**src/rtl/int_alu_pkg.sv**
```systemverilog
// Shared constants and types for the integer ALU bus responder.
package int_alu_pkg;

  localparam int unsigned ADDR_W = 16;
  localparam int unsigned DATA_W = 256;
  localparam int unsigned OP_W   = 32;
  localparam int unsigned OPC_W  = 8;
  localparam int unsigned IDX_W  = 12;
  localparam int unsigned SEL_W  = 4;

  // Module-select values carried on address[15:12]
  localparam logic [SEL_W-1:0] MAIN_MEM_EN   = 4'd0;
  localparam logic [SEL_W-1:0] INSTR_MEM_EN  = 4'd1;
  localparam logic [SEL_W-1:0] MATRIX_ALU_EN = 4'd2;
  localparam logic [SEL_W-1:0] INT_ALU_EN    = 4'd3;
  localparam logic [SEL_W-1:0] REGISTER_EN   = 4'd4;
  localparam logic [SEL_W-1:0] EXECUTE_EN    = 4'd5;

  // Register indices carried on address[11:0]
  localparam logic [IDX_W-1:0] REG_SOURCE_1   = 12'd0;
  localparam logic [IDX_W-1:0] REG_SOURCE_2   = 12'd1;
  localparam logic [IDX_W-1:0] REG_RESULT     = 12'd2;
  localparam logic [IDX_W-1:0] REG_STATUS_IN  = 12'd3;
  localparam logic [IDX_W-1:0] REG_STATUS_OUT = 12'd4;

  // Opcodes written to status_in[7:0]
  localparam logic [OPC_W-1:0] OPC_ADD = 8'h10;
  localparam logic [OPC_W-1:0] OPC_SUB = 8'h11;
  localparam logic [OPC_W-1:0] OPC_MUL = 8'h12;
  localparam logic [OPC_W-1:0] OPC_DIV = 8'h13;

  typedef enum logic [1:0] {
    IDLE   = 2'd0,
    DIVIDE = 2'd1,
    FINISH = 2'd2
  } state_t;

  // Operation snapshot taken when a start is accepted
  typedef struct packed {
    logic [OPC_W-1:0] opcode;
    logic [OP_W-1:0]  a;
    logic [OP_W-1:0]  b;
  } alu_op_t;

  // Sign-extend a 32-bit result onto the data bus width
  function automatic logic [DATA_W-1:0] sext_word(input logic [OP_W-1:0] w);
    return {{(DATA_W - OP_W){w[OP_W-1]}}, w};
  endfunction

endpackage

```
**src/rtl/int_alu_divider.sv**
```systemverilog
// Unsigned iterative restoring divider, one quotient bit per clock.
module int_alu_divider #(
  parameter int unsigned WIDTH     = 32,
  parameter int unsigned DIV_STEPS = WIDTH
) (
  input  logic             Clk,
  input  logic             nReset,
  input  logic             start,
  input  logic [WIDTH-1:0] dividend,
  input  logic [WIDTH-1:0] divisor,
  output logic             busy,
  output logic             done,
  output logic [WIDTH-1:0] quotient
);

  localparam int unsigned CNT_W = $clog2(DIV_STEPS + 1);

  logic [WIDTH-1:0] rem_q;
  logic [WIDTH-1:0] dsr_q;
  logic [CNT_W-1:0] cnt_q;
  logic [WIDTH:0]   shift_c;
  logic [WIDTH:0]   diff_c;

  // Trial subtraction of the divisor from the shifted partial remainder
  always_comb begin
    shift_c = {rem_q, quotient[WIDTH-1]};
    diff_c  = shift_c - {1'b0, dsr_q};
  end

  // Step engine; done is high in the cycle whose closing edge performs the final step
  always_ff @(posedge Clk or negedge nReset) begin
    if (!nReset) begin
      quotient <= '0;
      rem_q    <= '0;
      dsr_q    <= '0;
      cnt_q    <= '0;
      busy     <= 1'b0;
      done     <= 1'b0;
    end else if (start) begin
      quotient <= dividend;
      rem_q    <= '0;
      dsr_q    <= divisor;
      cnt_q    <= CNT_W'(DIV_STEPS);
      busy     <= 1'b1;
      done     <= (DIV_STEPS == 1);
    end else if (busy) begin
      if (!diff_c[WIDTH]) begin
        rem_q    <= diff_c[WIDTH-1:0];
        quotient <= {quotient[WIDTH-2:0], 1'b1};
      end else begin
        rem_q    <= shift_c[WIDTH-1:0];
        quotient <= {quotient[WIDTH-2:0], 1'b0};
      end
      cnt_q <= cnt_q - CNT_W'(1);
      busy  <= (cnt_q != CNT_W'(1));
      done  <= (cnt_q == CNT_W'(2));
    end
  end

endmodule

```
**src/rtl/int_alu.sv**
```systemverilog
// Integer ALU bus responder: operand/opcode registers, one-cycle add/sub/mul, iterative divide.
module int_alu
  import int_alu_pkg::*;
#(
  parameter int unsigned      DIV_STEPS = 32,
  parameter logic [SEL_W-1:0] MOD_ID    = INT_ALU_EN
) (
  input  logic              Clk,
  input  logic              nReset,
  input  logic [ADDR_W-1:0] address,
  input  logic              nRead,
  input  logic              nWrite,
  input  logic [DATA_W-1:0] ExeDataOut,
  output logic [DATA_W-1:0] IntDataOut
);

  logic              sel_c;
  logic              wr_c;
  logic              rd_c;
  logic [IDX_W-1:0]  idx_c;
  logic              start_c;
  logic              div_start_c;
  logic [OPC_W-1:0]  wr_opc_c;
  logic [OP_W-1:0]   a_abs_c;
  logic [OP_W-1:0]   b_abs_c;
  logic [OP_W-1:0]   alu_c;
  logic [DATA_W-1:0] commit_c;
  logic [DATA_W-1:0] rdata_c;

  logic [DATA_W-1:0] source_1;
  logic [DATA_W-1:0] source_2;
  logic [DATA_W-1:0] result;
  logic              status_out;
  state_t            state;
  alu_op_t           op_q;
  logic              q_neg;

  logic              div_busy;
  logic              div_done;
  logic [OP_W-1:0]   div_quo;

  // Bus decode and start acceptance (starts only land while idle)
  always_comb begin
    sel_c       = (address[ADDR_W-1:ADDR_W-SEL_W] == MOD_ID);
    idx_c       = address[IDX_W-1:0];
    wr_c        = sel_c && !nWrite;
    rd_c        = sel_c && !nRead;
    wr_opc_c    = ExeDataOut[OPC_W-1:0];
    start_c     = wr_c && (idx_c == REG_STATUS_IN) && (state == IDLE);
    div_start_c = start_c && (wr_opc_c == OPC_DIV) && (source_2[OP_W-1:0] != '0);
    a_abs_c     = source_1[OP_W-1] ? (~source_1[OP_W-1:0] + OP_W'(1)) : source_1[OP_W-1:0];
    b_abs_c     = source_2[OP_W-1] ? (~source_2[OP_W-1:0] + OP_W'(1)) : source_2[OP_W-1:0];
  end

  int_alu_divider #(
    .WIDTH     (OP_W),
    .DIV_STEPS (DIV_STEPS)
  ) u_divider (
    .Clk      (Clk),
    .nReset   (nReset),
    .start    (div_start_c),
    .dividend (a_abs_c),
    .divisor  (b_abs_c),
    .busy     (div_busy),
    .done     (div_done),
    .quotient (div_quo)
  );

  // Result datapath from the latched operation; 0x80000000/-1 falls out of the magnitude path
  always_comb begin
    alu_c = '0;
    case (op_q.opcode)
      OPC_ADD: alu_c = op_q.a + op_q.b;
      OPC_SUB: alu_c = op_q.a - op_q.b;
      OPC_MUL: alu_c = op_q.a * op_q.b;
      OPC_DIV: alu_c = q_neg ? (~div_quo + OP_W'(1)) : div_quo;
      default: alu_c = '0;
    endcase
    if ((op_q.opcode == OPC_DIV) && (op_q.b == '0)) begin
      commit_c = '1;
    end else begin
      commit_c = sext_word(alu_c);
    end
  end

  // Register read mux; write-only and unmapped indices read as zero
  always_comb begin
    rdata_c = '0;
    case (idx_c)
      REG_SOURCE_1:   rdata_c = source_1;
      REG_SOURCE_2:   rdata_c = source_2;
      REG_RESULT:     rdata_c = result;
      REG_STATUS_OUT: rdata_c = {{(DATA_W - 1){1'b0}}, status_out};
      default:        rdata_c = '0;
    endcase
  end

  // Read port: selected reads capture the pre-write register value
  always_ff @(posedge Clk or negedge nReset) begin
    if (!nReset) begin
      IntDataOut <= '0;
    end else if (rd_c) begin
      IntDataOut <= rdata_c;
    end
  end

  // Operand registers, writable at any time
  always_ff @(posedge Clk or negedge nReset) begin
    if (!nReset) begin
      source_1 <= '0;
      source_2 <= '0;
    end else if (wr_c) begin
      if (idx_c == REG_SOURCE_1) source_1 <= ExeDataOut;
      if (idx_c == REG_SOURCE_2) source_2 <= ExeDataOut;
    end
  end

  // Control FSM: latch on start, wait out the divider, commit result and status
  always_ff @(posedge Clk or negedge nReset) begin
    if (!nReset) begin
      state      <= IDLE;
      op_q       <= '0;
      q_neg      <= 1'b0;
      result     <= '0;
      status_out <= 1'b0;
    end else begin
      case (state)
        IDLE: begin
          if (start_c) begin
            status_out  <= 1'b0;
            op_q.opcode <= wr_opc_c;
            op_q.a      <= source_1[OP_W-1:0];
            op_q.b      <= source_2[OP_W-1:0];
            q_neg       <= source_1[OP_W-1] ^ source_2[OP_W-1];
            state       <= div_start_c ? DIVIDE : FINISH;
          end
        end
        DIVIDE: begin
          // Leaving on !busy as well keeps the FSM from ever stalling here
          if (div_done || !div_busy) begin
            state <= FINISH;
          end
        end
        FINISH: begin
          result     <= commit_c;
          status_out <= 1'b1;
          state      <= IDLE;
        end
        default: state <= IDLE;
      endcase
    end
  end

endmodule

```
**config.mk**
```make
export PLATFORM = sky130hd
export DESIGN_NAME = int_alu
export DESIGN_NICKNAME = d
export VERILOG_FILES = /design/src/rtl/int_alu_pkg.sv /design/src/rtl/int_alu_divider.sv /design/src/rtl/int_alu.sv
export SDC_FILE = /design/constraint.sdc
export NUM_CORES = 2
export LEC_CHECK = 0
export CAP_MARGIN = 40
export CORE_ASPECT_RATIO = 1.4
export CORE_MARGIN = 3
export CORE_UTILIZATION = 30
export DETAILED_ROUTE_END_ITERATION = 6
export SETUP_SLACK_MARGIN = 0.05
export SLEW_MARGIN = 20
export SYNTH_ARGS = -nofsm -noshare
export SYNTH_HDL_FRONTEND = slang
export SYNTH_SLANG_ARGS = --single-unit
```
**constraint.sdc**
```tcl
create_clock -name Clk -period 7.8 [get_ports Clk]
set_input_delay 1.56 -clock Clk [delete_from_list [all_inputs] [get_ports Clk]]
set_output_delay 1.56 -clock Clk [all_outputs]
set_load 0.005 [all_outputs]
```
==> results.py <==
metrics = {
    "power": {
        "pwr_density_cell_nw_per_um2": 148.8,
        "peakVddDrop_mv": 0.2013,
        "p_leak_nw": 33.94,
    },
    "global_route": {
        "grt_max_degree": 172,
        "grt_antenna_before_repair": 61,
        "grt_pass1_wl_mm": 324.1,
        "first_global_vias": 49133,
        "grt_remaining_overflow": 0,
        "grt_use_total_pct": 20.50,
    },
    "logic_synthesis": {
        "netlist_instances": 5703,
        "syn_nets": 6583,
        "avgSynthCellArea_um2": 10.71,
        "synth-seq-area-share_pct": 40.14,
        "synth_area_um2": 61090,
        "yosysWarnings": 0,
        "ys_ff_latch": 980,
        "ys_dominant_reg_cell": "dfrtp_1",
        "ys_types": 83,
        "synth_edf_count": 0,
        "async_reset_ff_share_pct": 100.0,
    },
    "critical_path": {
        "worstPathArrival_ps": 8040,
        "crit_required_ps": 8350,
        "critical_path_class": "reg2reg",
        "cp_max_fo": 13,
        "end_kind": "register",
        "cpPeakStageDelay_ps": 760,
        "path_cells": "buf_4 -> and2_1 -> fa_1 -> fa_1 -> fa_1 -> inv_1 -> fa_1 -> inv_1 -> fa_1 -> ha_1 -> fa_1 -> fa_1 -> ha_1 -> nand2_1 -> nor3_1 -> o2111ai_1 -> a21oi_2 -> o221ai_1 -> o21ai_0 -> xor2_1 -> a221oi_1 -> nor2_1",
        "slowest_stage": "dfrtp_1",
        "ff2ff_path_depth": 22,
        "timing.critical_path.mode_cell": "fa_1",
        "critPathLaunchType": "register",
    },
    "floorplanning": {
        "initial_utilization_pct": 30.24,
        "fp.dieH_um": 540.0,
        "die_w_um": 387.4,
        "die-area_um2": 209200,
        "io_pins": 532,
        "design.core.area_um2": 202000,
        "fp-row-count": 195,
    },
    "route": {
        "wl_per_cell_um": 24.50,
        "vias": 46363,
        "ant_nets": 0,
        "vias_per_cell": 5.206,
        "drt_pass1_iterations": 7,
        "detail_route.wirelength_mm": 218.2,
        "drc": 0,
        "dr.first_iter.drc_count": 3274,
    },
    "sta": {
        "fin_tns_setup_ps": 0,
        "period_share_pct": 96.00,
        "setup_viol": 0,
        "finalHoldViolations": 0,
        "fin_crit_ps": 7488,
        "worst_pin_slew_ps": 1264,
        "max_slew_margin_pct": 15.72,
        "fmax_ghz": 0.1335,
        "rsz0062_at_grt": "yes",
        "skew_ps": 62.10,
        "final-max-slew-violation-count": 0,
    },
    "clock_network": {
        "cts_buffers": 106,
        "ctsLongestPathBuffers": 3,
        "cts_hold_buf": 0,
        "insertion_delay_ps": 730,
        "cts.sinks": 980,
        "htreeDepth": 3,
        "post-cts-setup-buffer-count": 0,
        "clk_pin_slew_ps": 60,
        "clock-root-buffer": "clkbuf_16",
        "ctsResizeCount": 0,
        "cts_tree": "yes",
    },
    "placed_design": {
        "gp_congestion": 0.9631,
        "dp_cells": 8690,
        "dp_hpwl_mm": 162.9,
        "port-buffer-count": 531,
    },
    "layout": {
        "filler_cell_count": 20075,
        "post-route-util_pct": 36.54,
        "syn_to_final_growth_pct": 20.84,
        "drive_gt1_share_pct": 16.02,
        "fin_nets": 7021,
        "fin_cells": 8906,
    },
    "min_path": {
        "min_path_cells": 2,
        "hold_path.class": "reg2reg",
    },
    "outcome": {
        "status": "finished clean",
    },
    "flow_run": {
        "maxCapViolations": 0,
    },
}
-- cells in the mapped netlist, drive strengths merged, types with 8 or more instances --
cell type	instances	area [um2]
o21ai	437	2187
a21boi	8	60.06
and3	8	50.05
o221ai	17	148.9
dfrtp	980	24520
and2	313	1958
clkbuf	370	1389
o41ai	18	202.7
o21a	17	127.6
a21oi	119	595.6
or3	28	200.2
nor3b	9	72.57
nor3	34	191.4
a211oi	13	97.59
nand4	9	56.30
inv	445	1670
buf	31	142.6
a222oi	30	300.3
a21o	34	255.2
a31oi	28	175.2
ha	194	2427
xor2	82	718.2
mux2	582	6554
a221oi	230	2014
nand3	24	125.1
nor4	15	93.84
nor2	111	416.7
fa	410	8208
nand2	681	2556
o211ai	9	67.56
nor2b	14	87.58
mux2i	41	410.4
o31ai	37	296.5
or4	18	138.9
nand2b	45	296.5
xnor2	171	1498
-- per-stage QoR --
step | hold slack, ps | total power [mW] | instance area, um2 | setup WS [ps]
floorplan | 448.5 | 5.560 | 61090 | 841.5
finish | 475.7 | 10.98 | 73820 | 311.7
global placement | 459.8 | 5.909 | 69950 | 231.5
global route | 495.6 | 11.41 | 73760 | 24.98
CTS | 482.8 | 11.15 | 73720 | 210.5
detailed placement | 469.1 | 5.930 | 70190 | 279.0
-- routing by layer --
| layer | vias to the layer above | GRT usage [%] | wire, um |
|---|---|---|---|
| met5 | - | 0 | 385 |
| met2 | 1723 | 34.42 | 104500 |
| met4 | 54 | 8.282 | 9782 |
| met1 | 23773 | 24.31 | 83830 |
| met3 | 473 | 6.420 | 19680 |
| li1 | 20340 | - | - |
-- critical path, delay by kind of cell, from the launching register on --
kind	cells	cell delay (ps)
xor+xnor	1	150
fa+ha+maj	9	3970
flops	1	760
buf+inv	3	370
simple gates	4	650
compound gates	5	1440
-- worst paths after layout --
path | startpoint | slack [ps] | endpoint
max | op_q[36] | 310 | result[24]
min | IntDataOut[2] | 480 | IntDataOut[2]
max reg2reg | op_q[36] | 310 | result[24]
min reg2reg | IntDataOut[2] | 480 | IntDataOut[2]
max in group asynchronous | nReset | 5350 | op_q[0]
min in group asynchronous | nReset | 810 | source_2[47]
-- cell type report --
cell class / instances / area [um2] / share of cell area (%)
inverters: 445 / 1670 / 2.263
flip-flops and latches: 980 / 24530 / 33.23
diodes: 25 / 62.56 / 0.08474
multi-input cells: 3877 / 33460 / 45.32
repair buffers: 731 / 7248 / 9.818
clock inverters: 40 / 505.5 / 0.6847
clock buffers: 149 / 3024 / 4.096
well taps: 2659 / 3327 / 4.507
-- where the power goes --
part           internal (mW)  switching [mW]
Clock                   2.86            2.29
Sequential              5.14          0.0620
Combinational          0.291           0.339
-- placed cells by master, fill, tap and decap left out, drive strengths merged, types with 26 or more instances in the layout --
cell,netlist,routed
a21o,34,34
a21oi,119,119
a221oi,230,230
a222oi,30,30
a31oi,28,28
and2,313,313
buf,31,200
clkbuf,370,150
clkdlybuf4s50,0,530
clkinv,0,26
dfrtp,980,980
fa,410,410
ha,194,194
inv,445,451
mux2,582,582
mux2i,41,41
nand2,681,681
nand2b,45,45
nor2,111,111
nor3,34,34
o21ai,437,437
o31ai,37,37
or3,28,28
xnor2,171,171
xor2,82,82
-- logic make-up after synthesis --
| group | synth area share [%] |
|---|---|
| flip-flops | 40.14 |
| AND/OR/NAND/NOR | 10.60 |
| AO/OA/AOI/OAI | 11.57 |
| multiplexers | 11.40 |
| XOR/XNOR | 3.627 |
| adder cells (fa/ha/maj) | 17.42 |
| buffers and inverters | 5.241 |
-- state kept, by name (all words and copies together), names as in the netlist --
register / flops
source_1: 256
op_q: 72
status_out: 1
IntDataOut: 256
source_2: 256
u_divider.quotient: 32
u_divider.cnt_q: 6
state: 2
u_divider.dsr_q: 32
u_divider.busy: 1
result: 32
u_divider.done: 1
u_divider.rem_q: 32
q_neg: 1
Power figures use the tool's default switching activity.
